--- config.mk ---
export PLATFORM = sky130hd
export DESIGN_NAME = ttc_chanb_scheduler_flat
export DESIGN_NICKNAME = d
export VERILOG_FILES = /design/src/rtl/ttc_chanb_pkg.sv /design/src/rtl/ttc_chanb_scheduler_if.sv /design/src/rtl/ttc_chanb_scheduler_rr_arbiter4.sv /design/src/rtl/ttc_chanb_scheduler.sv /design/src/flat_wrapper.sv
export SDC_FILE = /design/constraint.sdc
export NUM_CORES = 1
export LEC_CHECK = 0
export ABC_CLOCK_PERIOD_IN_PS = 3700
export CORE_AREA = 2 2 77 79
export DETAILED_ROUTE_END_ITERATION = 8
export DIE_AREA = 0 0 79 81
export PLACE_DENSITY = 0.76
export REMOVE_ABC_BUFFERS = 1
export SLEW_MARGIN = 30
export SYNTH_ARGS = -nofsm -noshare
export SYNTH_HDL_FRONTEND = slang
export SYNTH_SLANG_ARGS = --single-unit
--- constraint.sdc ---
create_clock -name clk -period 3.7 [get_ports clk]
set_clock_uncertainty 0.05 [all_clocks]
set_input_delay 0.37 -clock clk [delete_from_list [all_inputs] [get_ports clk]]
set_output_delay 0.37 -clock clk [all_outputs]
set_load 0.1 [all_outputs]
--- src/rtl/ttc_chanb_pkg.sv ---
// Shared definitions for the TTC channel-B scheduler: requester indices,
// broadcast command encodings and FSM state constants.
package ttc_chanb_pkg;

    localparam int REQ_EVT_RST = 0;
    localparam int REQ_TS_RST  = 1;
    localparam int REQ_FILL    = 2;
    localparam int REQ_STORAGE = 3;

    localparam logic [5:0] CMD_EVT_RST = 6'b000000;
    localparam logic [5:0] CMD_TS_RST  = 6'b001010;

    typedef logic [1:0] state_t;
    localparam state_t ST_IDLE  = 2'd0;
    localparam state_t ST_ISSUE = 2'd1;
    localparam state_t ST_GAP   = 2'd2;

    // Brcst[7:2] payload for a one-hot grant.
    function automatic logic [5:0] chanb_encode(input logic [3:0] grant,
                                                input logic [1:0] fill_sel,
                                                input logic       storage_stop);
        logic [5:0] cmd;
        cmd = CMD_EVT_RST;
        if (grant[REQ_TS_RST])  cmd = CMD_TS_RST;
        if (grant[REQ_FILL])    cmd = {1'b1, fill_sel, 3'b000};
        if (grant[REQ_STORAGE]) cmd = {2'b10, storage_stop, 3'b010};
        return cmd;
    endfunction

endpackage

--- src/rtl/ttc_chanb_scheduler_if.sv ---
// Request/acknowledge and broadcast bundle of the channel-B scheduler.
interface ttc_chanb_scheduler_if;
    logic [3:0] req;
    logic [1:0] fill_sel;
    logic       storage_stop;
    logic [3:0] ack;
    logic [5:0] chan_b_info;
    logic       chan_b_valid;
    logic       evt_count_reset;

    modport master (output req, fill_sel, storage_stop,
                    input  ack, chan_b_info, chan_b_valid, evt_count_reset);
    modport slave  (input  req, fill_sel, storage_stop,
                    output ack, chan_b_info, chan_b_valid, evt_count_reset);
endinterface

--- src/rtl/ttc_chanb_scheduler_rr_arbiter4.sv ---
// Four-way round-robin arbiter: searches from the requester after the last
// grantee; the pointer only moves when the grant is accepted.
module rr_arbiter4 (
    input  logic       clk,
    input  logic       reset_n,
    input  logic [3:0] req,
    input  logic       accept,
    output logic [3:0] grant,
    output logic       grant_valid
);
    logic [1:0] r_ptr;
    logic [1:0] w_idx;
    logic [1:0] w_grant_idx;
    logic       w_found;

    // NOTE: combinational logic uses blocking '=' with every output defaulted
    // first, so the loop reads its own updates and no latch is inferred.
    always_comb begin
        grant       = '0;
        w_grant_idx = r_ptr;
        w_found     = 1'b0;
        w_idx       = r_ptr;
        for (int k = 1; k <= 4; k++) begin
            w_idx = r_ptr + 2'(k);
            if (!w_found && req[w_idx]) begin
                grant[w_idx] = 1'b1;
                w_grant_idx  = w_idx;
                w_found      = 1'b1;
            end
        end
    end

    assign grant_valid = |req;

    // Pointer resets to 3 so requester 0 is searched first.
    always_ff @(posedge clk or negedge reset_n) begin
        if (!reset_n)    r_ptr <= 2'd3;
        else if (accept) r_ptr <= w_grant_idx;
    end
endmodule

--- src/rtl/ttc_chanb_scheduler.sv ---
// TTC channel-B broadcast scheduler: latches request pulses, issues one
// broadcast at a time with a programmable gap. Stats: CHANB_SCHED_STATS_EN.
module ttc_chanb_scheduler
    import ttc_chanb_pkg::*;
#(
    parameter int GAP_W = 8
) (
    input  logic                   clk,
    input  logic                   reset_n,
    input  logic                   enable,
    input  logic [GAP_W-1:0]       min_gap,
    ttc_chanb_scheduler_if.slave   bus,
    output logic                   busy,
    output logic [31:0]            issued_count,
    output logic [31:0]            dropped_count
);
    state_t           r_state;
    logic [3:0]       r_pending;
    logic [1:0]       r_fill_sel;
    logic             r_storage_stop;
    logic [GAP_W-1:0] r_gap_cnt;
    logic [3:0]       r_ack;
    logic [5:0]       r_info;
    logic             r_valid;
    logic             r_evt_rst;

    logic [3:0]       w_grant;
    logic             w_grant_valid;
    logic             w_accept;
    logic [1:0]       w_fill_sel;
    logic             w_storage_stop;

    rr_arbiter4 u_arb (
        .clk         (clk),
        .reset_n     (reset_n),
        .req         (r_pending),
        .accept      (w_accept),
        .grant       (w_grant),
        .grant_valid (w_grant_valid)
    );

    assign w_accept = (r_state == ST_IDLE) && enable && w_grant_valid;

    // A payload arriving on the grant edge is the newest and must be used.
    assign w_fill_sel     = bus.req[REQ_FILL]    ? bus.fill_sel     : r_fill_sel;
    assign w_storage_stop = bus.req[REQ_STORAGE] ? bus.storage_stop : r_storage_stop;

    // NOTE: every register, including payload and gap counter, is cleared by
    // the async reset so no stale command can leak out after reset release.
    always_ff @(posedge clk or negedge reset_n) begin
        if (!reset_n) begin
            r_pending      <= '0;
            r_fill_sel     <= '0;
            r_storage_stop <= 1'b0;
        end else begin
            // r_ack is non-zero only in ISSUE; a coincident request re-sets.
            r_pending <= (r_pending & ~r_ack) | bus.req;
            if (bus.req[REQ_FILL])    r_fill_sel     <= bus.fill_sel;
            if (bus.req[REQ_STORAGE]) r_storage_stop <= bus.storage_stop;
        end
    end

    always_ff @(posedge clk or negedge reset_n) begin
        if (!reset_n) begin
            r_state   <= ST_IDLE;
            r_gap_cnt <= '0;
            r_ack     <= '0;
            r_info    <= '0;
            r_valid   <= 1'b0;
            r_evt_rst <= 1'b0;
        end else begin
            r_ack     <= '0;
            r_info    <= '0;
            r_valid   <= 1'b0;
            r_evt_rst <= 1'b0;
            case (r_state)
                ST_IDLE: begin
                    if (w_accept) begin
                        r_state   <= ST_ISSUE;
                        r_ack     <= w_grant;
                        r_info    <= chanb_encode(w_grant, w_fill_sel, w_storage_stop);
                        r_valid   <= 1'b1;
                        r_evt_rst <= w_grant[REQ_EVT_RST];
                    end
                end
                ST_ISSUE: begin
                    if (min_gap != '0) begin
                        r_state   <= ST_GAP;
                        r_gap_cnt <= min_gap;
                    end else begin
                        r_state   <= ST_IDLE;
                    end
                end
                ST_GAP: begin
                    r_gap_cnt <= r_gap_cnt - GAP_W'(1);
                    if (r_gap_cnt <= GAP_W'(1)) begin
                        r_state   <= ST_IDLE;
                        r_gap_cnt <= '0;
                    end
                end
                default: r_state <= ST_IDLE;
            endcase
        end
    end

    assign bus.ack             = r_ack;
    assign bus.chan_b_info     = r_info;
    assign bus.chan_b_valid    = r_valid;
    assign bus.evt_count_reset = r_evt_rst;
    assign busy                = (|r_pending) || (r_state != ST_IDLE);

`ifdef CHANB_SCHED_STATS_EN
    logic [31:0] r_issued;
    logic [31:0] r_dropped;
    logic [3:0]  w_drop;
    logic [2:0]  w_drop_n;
    logic [32:0] w_issued_sum;
    logic [32:0] w_dropped_sum;

    // A request is dropped only if it merges into a still-pending one.
    assign w_drop        = bus.req & r_pending & ~r_ack;
    assign w_drop_n      = {2'b0, w_drop[0]} + {2'b0, w_drop[1]}
                         + {2'b0, w_drop[2]} + {2'b0, w_drop[3]};
    assign w_issued_sum  = {1'b0, r_issued} + {32'b0, r_valid};
    assign w_dropped_sum = {1'b0, r_dropped} + {30'b0, w_drop_n};

    always_ff @(posedge clk or negedge reset_n) begin
        if (!reset_n) begin
            r_issued  <= '0;
            r_dropped <= '0;
        end else begin
            r_issued  <= w_issued_sum[32]  ? '1 : w_issued_sum[31:0];
            r_dropped <= w_dropped_sum[32] ? '1 : w_dropped_sum[31:0];
        end
    end

    assign issued_count  = r_issued;
    assign dropped_count = r_dropped;
`else
    assign issued_count  = '0;
    assign dropped_count = '0;
`endif

endmodule

--- src/flat_wrapper.sv ---
// flat-port wrapper written by rule: the top's interface ports become plain ports
module ttc_chanb_scheduler_flat import ttc_chanb_pkg::*;
#(
    parameter int GAP_W = 8
)
  (clk, reset_n, enable, min_gap, busy, issued_count, dropped_count, bus_req, bus_fill_sel, bus_storage_stop, bus_ack, bus_chan_b_info, bus_chan_b_valid, bus_evt_count_reset);
  ttc_chanb_scheduler_if bus_i ();
  input  logic clk;
  input  logic reset_n;
  input  logic enable;
  input  logic [GAP_W-1:0] min_gap;
  output logic busy;
  output logic [31:0] issued_count;
  output logic [31:0] dropped_count;
  input wire logic [$bits(bus_i.req)-1:0] bus_req;
  input wire logic [$bits(bus_i.fill_sel)-1:0] bus_fill_sel;
  input wire logic [$bits(bus_i.storage_stop)-1:0] bus_storage_stop;
  output wire logic [$bits(bus_i.ack)-1:0] bus_ack;
  output wire logic [$bits(bus_i.chan_b_info)-1:0] bus_chan_b_info;
  output wire logic [$bits(bus_i.chan_b_valid)-1:0] bus_chan_b_valid;
  output wire logic [$bits(bus_i.evt_count_reset)-1:0] bus_evt_count_reset;
  assign bus_i.req = bus_req;
  assign bus_i.fill_sel = bus_fill_sel;
  assign bus_i.storage_stop = bus_storage_stop;
  assign bus_ack = bus_i.ack;
  assign bus_chan_b_info = bus_i.chan_b_info;
  assign bus_chan_b_valid = bus_i.chan_b_valid;
  assign bus_evt_count_reset = bus_i.evt_count_reset;
  ttc_chanb_scheduler #(.GAP_W(GAP_W)) u_core (.clk(clk), .reset_n(reset_n), .enable(enable), .min_gap(min_gap), .bus(bus_i), .busy(busy), .issued_count(issued_count), .dropped_count(dropped_count));
endmodule
Word-level counts from Yosys, hierarchy flattened
Cells that the tools add are included.
Storage, ports and cells
  register bits: 31
  input port bits: 18
  output and inout port bits: 77
  logic and storage cells: 103
Cells by class
  add/sub/neg operators: 4
  order comparisons: 9
  eq/ne operators: 5
  muxes and demuxes: 46
  bitwise logic cells: 7
  reduce and logical (&&, ||, !) cells: 22
Operator list (number)
  $mux W4: 7
  $mux W6: 4
  $mux W1: 16
  $mux W8: 2
  $or A4 B4 Y4: 4
  $pmux W8 S2: 1
  $mux W2: 7
  $lt A2 B3 Y1 const B: 4
  $logic_and A1 B1 Y1: 9
  $bmux W1 S2: 4
  $demux W1 S2: 4
  $ge A2 B1 Y1 const B: 4
  $le A8 B1 Y1 const B: 1
  $reduce_bool A8 Y1: 1
  $sub A8 B1 Y8 const B: 1
  $pmux W2 S3: 1
  $add A2 B2 Y2 const B: 2
  $and A4 B4 Y4: 1
  $ne A2 B1 Y1 const B: 2
  $not A4 Y4: 1
  $reduce_and A2 Y1: 2
  $reduce_bool A2 Y1: 2
  $reduce_or A4 Y1: 1
  $logic_not A1 Y1: 3
  9 further kinds: 9

Depth between registers and ports, before layout
Gate-level depths: netlist of run 1.
  depth in word-level cells: 18
  mapped depth: 10
  depth with buffers taken out: 8

Modules after synthesis
A second synthesis of run 1 with hierarchy kept.
Second synthesis, totals
  cells, all modules: 247
  area total of the unflattened synthesis: 2331.0 um2
Modules (own cells, without submodules)
  ttc_chanb_scheduler: times used 1, cells each 182, area each 1740.4 um2, seq. area each 650.6 um2
  rr_arbiter4: times used 1, cells each 65, area each 590.6 um2, seq. area each 52.6 um2

Least setup slack after synthesis of run 1
No wires, ideal clock.
  path kind: reg-to-reg
  start point: reg u_core.u_arb.r_ptr[0]
  end point: reg u_core.r_info[3] (netlist: u_core.bus.chan_b_info[3])
  library setup time: 118 ps
  data arrival time: 2273 ps
  data required time: 3532 ps
  setup slack: 1259 ps
  cell stages (with the launch flop): 10
  buffers on the path: 1
  period minus slack after synthesis: 2441 ps
  cells stage by stage: dfstp_2 > buf_6 > inv_1 > ha_1 > mux4_2 > nor2b_4 > a221o_1 > a22oi_4 > nor2_1 > o2bb2ai_2
Between the ends
  cells in the longest elaborated chain, start to end: 18
  elaborated cells on any way between the ends: 52
  classes of those cells: add/sub: 3; order compare: 8; mux: 28; bitwise: 3; reduce/logical: 10
Ends and longest elaborated chain
  start: declaration: line ttc_chanb_scheduler_rr_arbiter4.sv:11  | logic [1:0] r_ptr;
  start signal: assignment: line ttc_chanb_scheduler_rr_arbiter4.sv:38  | else if (accept) r_ptr <= w_grant_idx;
  parallel branches: the longest is 12 deep, another holds $lt A2 B3 Y1
  $mux W4 (*): line ttc_chanb_scheduler_rr_arbiter4.sv:25  | if (!w_found && req[w_idx]) begin
  $mux W4: line ttc_chanb_pkg.sv:24  | if (grant[REQ_TS_RST]) cmd = CMD_TS_RST;
  $mux W6: line ttc_chanb_pkg.sv:25  | if (grant[REQ_FILL]) cmd = {1'b1, fill_sel, 3'b000};
  $mux W6 (*): line ttc_chanb_pkg.sv:26  | if (grant[REQ_STORAGE]) cmd = {2'b10, storage_stop, 3'b010};
  $mux W6 (*): line ttc_chanb_scheduler.sv:78  | if (w_accept) begin
  $mux W6 (*): line ttc_chanb_scheduler.sv:76  | case (r_state)
  end signal: assignment: line ttc_chanb_scheduler.sv:81  | r_info <= chanb_encode(w_grant, w_fill_sel, w_storage_stop);
  end: declaration: line ttc_chanb_scheduler.sv:23  | logic [5:0] r_info;
Mark *: on every way between the ends. The select of a mux whose other input is x is not followed.
A chain may end at the register's enable or synchronous reset.

Worst setup path after layout of run 1
  start point: reg u_core.r_pending[1]
  end point: out busy
Between the ends
  cells in the longest elaborated chain, start to end: 2
Ends and longest elaborated chain
  start: declaration: line ttc_chanb_scheduler.sv:18  | logic [3:0] r_pending;
  start signal: assignment: line ttc_chanb_scheduler.sv:57  | r_pending <= (r_pending & ~r_ack) | bus.req;
  $reduce_or A4 Y1: line ttc_chanb_scheduler.sv:110  | assign busy = (|r_pending) || (r_state != ST_IDLE);
  $logic_or A1 B1 Y1: line ttc_chanb_scheduler.sv:110
  end: declaration: line flat_wrapper.sv:12  | output logic busy;
Every way passes these cells.

==> flow_metrics.tcl, run 1 <==
set metrics [dict create \
    outcome "completed" \
    synth_edf_count 0 \
    r2r_cells 8 \
    path_buf_inv 1 \
    wl_per_cell_microns 11.6 \
    ios 95 \
    coreArea_sq_um 5680 \
    grt_pass1_wl_microns 6280 \
    dieArea_sq_um 6400 \
    ys_warn_count 0 \
    yosysUniqueCellTypes 53 \
    regToRegEndpoint "u_core.bus.chan_b_info[3]" \
    grt.total_usage_pct 12.4 \
    area_growth_pct 8.23 \
    rsz0062_at_grt "no" \
    min_period_ps 2900 \
    layout_commonest_cell "conb_1" \
    clock_sinks 28 \
    hold_path.class "in -> async" \
    worstSetupStartpoint "u_core.r_pending[1]" \
    total_power_mw 2.06 \
    slew-limit-headroom_pct 35.0 \
    cts_resized 0 \
    drive_gt1_share_pct 8.37 \
    ys.flop_type "dfrtp_1" \
    wirelength_microns 3920 \
    vias 1552 \
    antenna_left 0 \
    antenna_cells 0 \
    finalSetupViolCount 0 \
    drc 0 \
    globalplace.congestion 0.875 \
    io_buffers 28 \
    grt_max_degree 29 \
    drtIter0Drc 47 \
    crit_cells 3 \
    antenna_found_initial 0 \
    worst-endpoint-arrival_ps 2480 \
    synthesis.area_sq_um 2190 \
    start_util_pct 38.6 \
    grt_remaining_overflow 0 \
    fp.dieW_microns 79 \
    timing.final.crit_share_pct 78.3 \
    mostFrequentLayoutCells "conb_1, clkdlybuf4s50_1, dfrtp_1, nor2_1, o21ai_0" \
    drt-vias-per-instance 4.59 \
    hold_buffers 0 \
    irDropWorstVdd_mv 0.380 \
    async_reset_ff_share_pct 100 \
    syn_area_per_cell_sq_um 9.36 \
    dpl.hpwl_microns 2930 \
    clk_pin_slew_ps 100 \
    yosysSeqAreaShare_pct 32.1 \
    post_cts_buffers 0 \
    slew_violations 0 \
    clockBufferDepth 2 \
    grt_pass1_vias 1398 \
    required_ps 3280 \
    crit_chain "or4_1 -> nand2b_1 -> clkdlybuf4s50_1" \
    synth_cells 234 \
    r2r_setup_slack_ps 1000 \
    cpMaxStageDelayCell "clkdlybuf4s50_1" \
    cap_violations 0 \
    rr_startpoint "u_core.u_arb.r_ptr[0]" \
    cts_tree "built" \
    nNetsFinal 292 \
    setup_tns_ps 0 \
    ys_ff_latch 28 \
    htreeDepth 1 \
    crit_end "busy" \
    fp.dieH_microns 81 \
    cp_max_fo 9 \
    critPathCaptureType "output port" \
    hold_violations 0 \
    path_delay_family "buffers and inverters" \
    cts_root_buf "clkbuf_8" \
    num_rows 28 \
    cts-buffers-inserted 3 \
    max_stage_delay_ps 960 \
    firstDrtPassIters 4 \
    p_leak_nw 1.09 \
    clk_latency_ps 280 \
    cellPowerDensity_nw_per_um2 868 \
    path_class "reg -> out" \
    startpoint_type "flop" \
    max_freq_mhz 345 \
    worst_pin_slew_ps 973 \
]
==> power by group <==
part           switching, mW  total (mW)  internal, mW  leakage (nW)
combinational          0.920        1.27         0.354         0.718
clock                 0.0987       0.244         0.145        0.0357
sequential             0.118       0.539         0.420         0.340
==> Yosys cell counts (2+ instances only) <==
master,count,share of area [%]
o211ai_1,2,0.69
o21ai_0,15,3.4
ha_1,10,5.7
inv_1,13,2.2
nor4_1,2,0.57
a22oi_1,3,1.0
nor3_1,3,0.69
nand2_1,8,1.4
a221o_1,2,0.91
nand2b_1,2,0.57
nand3_1,3,0.69
o22ai_1,2,0.57
dfrtp_1,26,30
buf_4,67,23
mux2_2,2,1.0
mux4_2,3,3.1
a21o_1,4,1.4
dfstp_2,2,2.4
and2_1,3,0.86
buf_2,2,0.46
a221oi_1,2,0.80
a21oi_1,6,1.4
nor3b_1,2,0.69
nor2_1,19,3.3
mux2i_1,3,1.4
==> how the worst min path moves through the flow <==
stage                               startpoint              endpoint  slack [ps]  cells after the start
after floorplan                        reset_n     u_core.bus.ack[0]          20                      0
after global placement    u_core.r_fill_sel[1]  u_core.r_fill_sel[1]         440                      1
after detailed placement  u_core.r_fill_sel[1]  u_core.r_fill_sel[1]         450                      1
after CTS                              reset_n     u_core.bus.ack[0]         420                      2
after global routing                   reset_n     u_core.bus.ack[0]         430                      2
final                                  reset_n     u_core.bus.ack[0]         410                      2
==> sequential cells by signal (all words and copies together), names as in the netlist <==
| name | flops |
|---|---|
| u_core.r_storage_stop | 1 |
| u_core.bus.ack | 4 |
| u_core.r_gap_cnt | 8 |
| u_core.r_fill_sel | 2 |
| u_core.bus.chan_b_info | 4 |
| u_core.bus.chan_b_valid | 1 |
| u_core.u_arb.r_ptr | 2 |
| u_core.r_state | 2 |
| u_core.r_pending | 4 |
==> stage by stage <==
step	instances	hold slack, ps	setup WS [ps]	utilization [%]	instance area [sq um]
finish	338	414	804	41.8	2370
global route	338	430	713	41.8	2370
CTS	338	421	782	41.8	2370
detailed placement	334	450	1040	40.5	2300
global placement	334	440	1120	40.5	2300
floorplan	229	24.4	1240	-	1910
==> final cells by class <==
class	instances	area, sq um
tap	75	93.8
multi-input combinational	188	1160
fill	569	3310
clock inverter	1	30.0
clock buffer	3	41.3
sequential	28	703
timing repair buffer	30	295
inverter	13	48.8
==> kinds of logic after synthesis <==
group / count (synthesis) / share of synthesized area, %
buffers and inverters: 83 / 26.2
multiplexers: 8 / 5.49
adder cells (fa/ha/maj): 10 / 5.71
other: 1 / 0.171
AO/OA/AOI/OAI: 49 / 16.3
AND/OR/NAND/NOR: 54 / 13.6
XOR/XNOR: 1 / 0.400
flip-flops: 28 / 32.1
==> per-layer routing <==
layer | vias up | track usage (%) | share of wire, % | wire length, microns
li1 | 738 | - | - | -
met1 | 742 | 15.4 | 44 | 1730
met2 | 69 | 21.4 | 48 | 1890
met3 | 3 | 3.22 | 7.2 | 282
met4 | 0 | 3.62 | 0.74 | 29
met5 | - | 0 | 0 | 0
==> worst reg2reg max path, stage by stage, from the launching register on <==
cell	delay [ps]
dfstp_2	720
inv_1	180
ha_1	390
mux4_2	350
nor2b_4	160
a221o_1	340
a22oi_4	190
nand4_2	110
o2bb2ai_2	150
Note: power is estimated with default switching activity, not from simulation.
==> run 2: changes to the inputs <==
--- a/config.mk
+++ b/config.mk
@@ -5,11 +5,11 @@
 export SDC_FILE = /design/constraint.sdc
 export NUM_CORES = 1
 export LEC_CHECK = 0
-export ABC_CLOCK_PERIOD_IN_PS = 3700
-export CORE_AREA = 2 2 77 79
+export ABC_CLOCK_PERIOD_IN_PS = 2600
+export CORE_AREA = 2 2 78 80
 export DETAILED_ROUTE_END_ITERATION = 8
-export DIE_AREA = 0 0 79 81
-export PLACE_DENSITY = 0.76
+export DIE_AREA = 0 0 80 82
+export PLACE_DENSITY = 0.77
 export REMOVE_ABC_BUFFERS = 1
 export SLEW_MARGIN = 30
 export SYNTH_ARGS = -nofsm -noshare
==> constraint.sdc (replaced) <==
create_clock -name clk -period 2.6 [get_ports clk]
set_clock_uncertainty 0.05 [all_clocks]
set_input_delay 0.26 -clock clk [delete_from_list [all_inputs] [get_ports clk]]
set_output_delay 0.26 -clock clk [all_outputs]
set_load 0.1 [all_outputs]
==> flow_metrics.tcl, run 2 (synthesis results as in run 1) <==
set metrics [dict create \
    outcome "completed" \
    coreArea_sq_um 5750 \
    cts-buffers-inserted 3 \
    r2r_cells 8 \
    largest_register_ffs 8 \
    num_rows 28 \
    seqCellArea_sq_um 703 \
    cap_violations 0 \
    wirelength_microns 3960 \
    drt-vias-per-instance 4.59 \
    hold_violations 0 \
    grt_remaining_overflow 0 \
    clock_sinks 28 \
    rsz0062_at_grt "no" \
    final_area_sq_um 2360 \
    cts_root_buf "clkbuf_8" \
    postPlaceCellArea_sq_um 2280 \
    mostFrequentLayoutCells "conb_1, dfrtp_1, nor2_1, clkdlybuf4s50_1, buf_4" \
    area_growth_pct 7.83 \
    grt_pass1_wl_microns 6280 \
    min_period_ps 2460 \
    setup_tns_ps 0 \
    dieArea_sq_um 6560 \
    antenna_left 0 \
    drc 0 \
    dpl.hpwl_microns 3100 \
    grt_pass1_vias 1402 \
    drive_gt1_share_pct 13.9 \
    firstDrtPassIters 4 \
    worst-endpoint-arrival_ps 2610 \
    hold_path.class "in -> async" \
    slew_violations 0 \
    irDropWorstVdd_mv 0.662 \
    grt.total_usage_pct 12.0 \
    holdWs_ps 319 \
    cellPowerDensity_nw_per_um2 1220 \
    slew-limit-headroom_pct 51.9 \
    total_power_mw 2.89 \
    fp.dieH_microns 82 \
    cp_max_fo 5 \
    io_buffers 28 \
    cts_tree "built" \
    crit_chain "inv_1 -> ha_4 -> mux4_2 -> nor2b_4 -> a221o_1 -> a22oi_4 -> nand4_2 -> o2bb2ai_2" \
    required_ps 2750 \
    max_stage_delay_ps 600 \
    antenna_found_initial 0 \
    timing.final.crit_share_pct 94.6 \
    clockBufferDepth 2 \
    max_freq_mhz 406 \
    worst_pin_slew_ps 717 \
    p_leak_nw 1.12 \
    drtIter0Drc 44 \
    start_util_pct 38.1 \
    clk_pin_slew_ps 90 \
    antenna_cells 0 \
    ios 95 \
    globalplace.congestion 0.954 \
    grt_max_degree 29 \
    wl_per_cell_microns 11.6 \
    cpMaxStageDelayCell "dfstp_2" \
    finalSetupViolCount 0 \
    fp.dieW_microns 80 \
    final_cells 341 \
    nNetsFinal 295 \
    htreeDepth 1 \
    critPathCaptureType "flop" \
    n_fill_cell 568 \
    startpoint_type "flop" \
    largest_register "u_core.r_gap_cnt" \
    path_class "reg -> reg" \
    vias 1566 \
    clk_latency_ps 270 \
    multi_input_area_sq_um 1170 \
    layout_commonest_cell "conb_1" \
    dp_cells 335 \
]
## run 2: final timing paths
path,start,endpoint,slack (ps)
setup / recovery,u_core.u_arb.r_ptr[0],u_core.bus.chan_b_info[3],140
hold / removal,reset_n,u_core.r_gap_cnt[2],320
setup reg to reg,u_core.u_arb.r_ptr[0],u_core.bus.chan_b_info[3],140
hold reg to reg,u_core.r_fill_sel[1],u_core.r_fill_sel[1],470
max in group asynchronous,reset_n,u_core.u_arb.r_ptr[0],1880
min in group clk,u_core.r_fill_sel[1],u_core.r_fill_sel[1],470
## run 2: critical path, delay by kind of cell, from the launching register on
kind	cells	cell delay (ps)
AOI/OAI and AO/OA	3	700
adders and majority gates	1	310
buffers and inverters	1	140
DFF	1	600
muxes	1	320
and+or+nand+nor	2	270
## run 2: cell type report
| cell class | count | area share [%] |
|---|---|---|
| repair buffers | 33 | 12.3 |
| multi-input cells | 188 | 49.5 |
| well taps | 75 | 3.97 |
| inverters | 13 | 2.07 |
| clock buffers | 4 | 2.33 |
| flip-flops and latches | 28 | 29.8 |
## run 2: routing by layer
metal	part of all wire (%)	routed length, microns	track usage [%]	vias up
met4	0.53	21	2.54	0
met3	7.2	287	3.41	4
li1	-	-	-	738
met2	50	1970	21.2	71
met5	0	0	0	-
met1	43	1690	14.5	753
## run 2: through the flow
stage / util [%] / setup slack (ps)
2_1_floorplan: - / 135
3_3_place_gp: 39.7 / 165
3_5_place_dp: 39.7 / 51.0
4_1_cts: 40.6 / 9.86
5_1_grt: 41.1 / 20.8
6_report: 41.1 / 140
## run 2: power breakdown
group | total [mW] | internal [mW] | switching [mW]
sequential | 0.739 | 0.597 | 0.142
combinational | 1.89 | 0.533 | 1.36
clock | 0.260 | 0.135 | 0.124
## run 2: repair_timing
action,in CTS,in global routing
setup buffers,0,2
hold buffers,0,0
gates resized for setup,0,1
endpoints found under the setup margin,0,2
==> run 3: changes to the inputs <==
--- a/config.mk
+++ b/config.mk
@@ -6,12 +6,14 @@
 export NUM_CORES = 1
 export LEC_CHECK = 0
 export ABC_CLOCK_PERIOD_IN_PS = 2600
-export CORE_AREA = 2 2 78 80
+export CORE_AREA = 2 2 80 82
 export DETAILED_ROUTE_END_ITERATION = 8
-export DIE_AREA = 0 0 80 82
-export PLACE_DENSITY = 0.77
+export DIE_AREA = 0 0 82 84
+export GPL_ROUTABILITY_DRIVEN = 1
+export PLACE_DENSITY = 0.76
 export REMOVE_ABC_BUFFERS = 1
 export SLEW_MARGIN = 30
 export SYNTH_ARGS = -nofsm -noshare
 export SYNTH_HDL_FRONTEND = slang
+export SYNTH_HIERARCHICAL = 1
 export SYNTH_SLANG_ARGS = --single-unit
==> flow_metrics.tcl, run 3 <==
set metrics [dict create \
    synthTopCellsByArea "dfrtp_1, buf_4, ha_1" \
    switchingPower_mw 0.576 \
    ys_ff_latch 28 \
    syn_area_per_cell_sq_um 9.44 \
    worst_pin_slew_ps 655 \
    drt-vias-per-instance 4.78 \
    postPlaceCellArea_sq_um 2440 \
    antenna_left 0 \
    post_cts_buffers 0 \
    outcome "completed" \
    max_stage_delay_ps 570 \
    timing.final.crit_share_pct 96.1 \
    clk_pin_slew_ps 100 \
    clk_latency_ps 280 \
    nNetsFinal 307 \
    fp.dieH_microns 84 \
    grt_pass1_vias 1535 \
    antenna_found_initial 0 \
    cellPowerDensity_nw_per_um2 487 \
    max_freq_mhz 400 \
    required_ps 2730 \
    synthesis.area_sq_um 2330 \
    clock_sinks 28 \
    cts-buffers-inserted 3 \
    wirelength_microns 4550 \
    slew_violations 0 \
    io_buffers 28 \
    grt_max_degree 29 \
    grt_remaining_overflow 0 \
    grt_pass1_wl_microns 7210 \
    hold_path.class "in -> async" \
    crit_top_cell "buf_4" \
    n_fill_cell 593 \
    antenna_cells 0 \
    coreArea_sq_um 6100 \
    cpMaxStageDelayCell "mux4_2" \
    grt.total_usage_pct 13.2 \
    setup_tns_ps 0 \
    drtIter0Drc 49 \
    holdWs_ps 315 \
    dp_cells 351 \
    firstDrtPassIters 4 \
    vias 1698 \
    fp.dieW_microns 82 \
    ys.flop_type "dfrtp_1" \
    hold_violations 0 \
    critPathCaptureType "flop" \
    rsz0062_at_grt "no" \
    async_reset_ff_share_pct 100 \
    swShare_pct 46.0 \
    crit_chain "buf_4 -> mux4_2 -> buf_4 -> a221oi_2 -> o32ai_2 -> mux2i_1 -> o21ai_0 -> and2_1" \
    finalSetupViolCount 0 \
    startpoint_type "flop" \
    mostFrequentLayoutCells "conb_1, dfrtp_1, buf_4, clkdlybuf4s50_1, inv_1" \
    slew-limit-headroom_pct 56.0 \
    path_class "reg -> reg" \
    hold_buffers 0 \
    drive_gt1_share_pct 18.3 \
    synth_edf_count 0 \
    start_util_pct 38.2 \
    dieArea_sq_um 6890 \
    cp_max_fo 14 \
    ios 95 \
    p_clk_share_pct 27.8 \
    cts_tree "built" \
    final_cells 355 \
    p_leak_nw 1.24 \
    ys_warn_count 6 \
    p_comb_share_pct 36.9 \
    cap_violations 0 \
    min_period_ps 2500 \
    largest_register "u_core/r_gap_cnt" \
    yosysUniqueCellTypes 56 \
    final_area_sq_um 2570 \
    wl_per_cell_microns 12.8 \
    globalplace.congestion 0.882 \
    yosysSeqAreaShare_pct 30.2 \
    htreeDepth 1 \
    num_rows 29 \
    p_int_mw 0.675 \
    dpl.hpwl_microns 3460 \
    layout_commonest_cell "conb_1" \
    synth_common_cells "buf_4, dfrtp_1, inv_1, ha_1" \
    cts_root_buf "clkbuf_8" \
    pwr-share-seq_pct 35.2 \
    irDropWorstVdd_mv 0.248 \
    largest_register_ffs 8 \
    yosysTopAreaCellShare_pct 27.9 \
    synth_cells 247 \
    yosysMostFrequentCell "buf_4" \
    worst-endpoint-arrival_ps 2630 \
    yosysTopAreaCell "dfrtp_1" \
    area_growth_pct 10.3 \
    clockBufferDepth 2 \
    drc 0 \
]
run 3: changes by cell type in the layout (fill, tap and decap cells not counted), sizes merged, moves of 4 or more:
cell / delta
a22oi: -4
buf: +4
inv: +4
mux2: +5
nor2: -11
o21ai: -11
o32ai: +5
run 3: repair_timing:
| action | in CTS | in global routing |
|---|---|---|
| endpoints found under the setup margin | 1 | 2 |
| gates resized for setup | 2 | 7 |
| pin swaps | 0 | 2 |
run 3: logic make-up after synthesis:
| family | Yosys count | synth area share [%] |
|---|---|---|
| mux | 12 | 7.08 |
| compound gates | 46 | 15.9 |
| simple gates | 57 | 14.5 |
| fa+ha+maj | 10 | 5.37 |
| buf+inv | 92 | 26.5 |
| other cells | 1 | 0.161 |
| flops | 28 | 30.2 |
| xor+xnor | 1 | 0.376 |
run 3: layout make-up:
class,instances,area (sq um),share of cell area [%]
clock buffer,3,41.3,1.61
clock inverter,1,30.0,1.17
multi-input combinational,192,1320,51.2
inverter,17,63.8,2.48
tap,77,96.3,3.75
timing repair buffer,37,320,12.5
sequential,28,703,27.3
run 3: final timing paths:
kind	start	cells after the start	slack (ps)	end
max	u_core/u_arb/r_ptr[0]	8	100	u_core/bus.chan_b_info[3]
min	reset_n	2	310	u_core/r_gap_cnt[0]
max reg2reg	u_core/u_arb/r_ptr[0]	8	100	u_core/bus.chan_b_info[3]
min reg2reg	u_core/r_storage_stop	1	460	u_core/r_storage_stop
max in group asynchronous	reset_n	2	1880	u_core/u_arb/r_ptr[1]
min in group clk	u_core/r_storage_stop	1	460	u_core/r_storage_stop
run 3: power groups by stage:
stage	registers (mW)	logic [mW]	clock network, mW
global route	0.442	0.474	0.375
finish	0.441	0.462	0.348
CTS	0.441	0.461	0.354
global placement	0.449	0.461	0
detailed placement	0.450	0.461	0
floorplan	0.449	0.420	0
run 3: metal layers:
layer  vias to the layer above  track usage, %  routed length, microns
met3                         8            1.62                     270
li1                        800               -                       -
met2                        75            22.7                    2340
met1                       815            16.7                    1870
met4                         0            4.39                      70
met5                         -               0                       0
run 3: through the flow:
step	setup slack (ps)	total power [mW]	utilization, %
6_report	103	1.25	42.2
5_1_grt	0.997	1.29	42.2
4_1_cts	11.9	1.26	41.4
3_5_place_dp	-18.2	0.910	40.0
3_3_place_gp	110	0.910	40.0
2_1_floorplan	-184	0.869	-
run 3: worst max-delay path, delay by kind of cell (launching register included):
family	cells	cell delay, ps
and+or+nand+nor	1	160
AOI/OAI and AO/OA	3	530
buffers and inverters	2	400
DFF	1	540
muxes	2	710
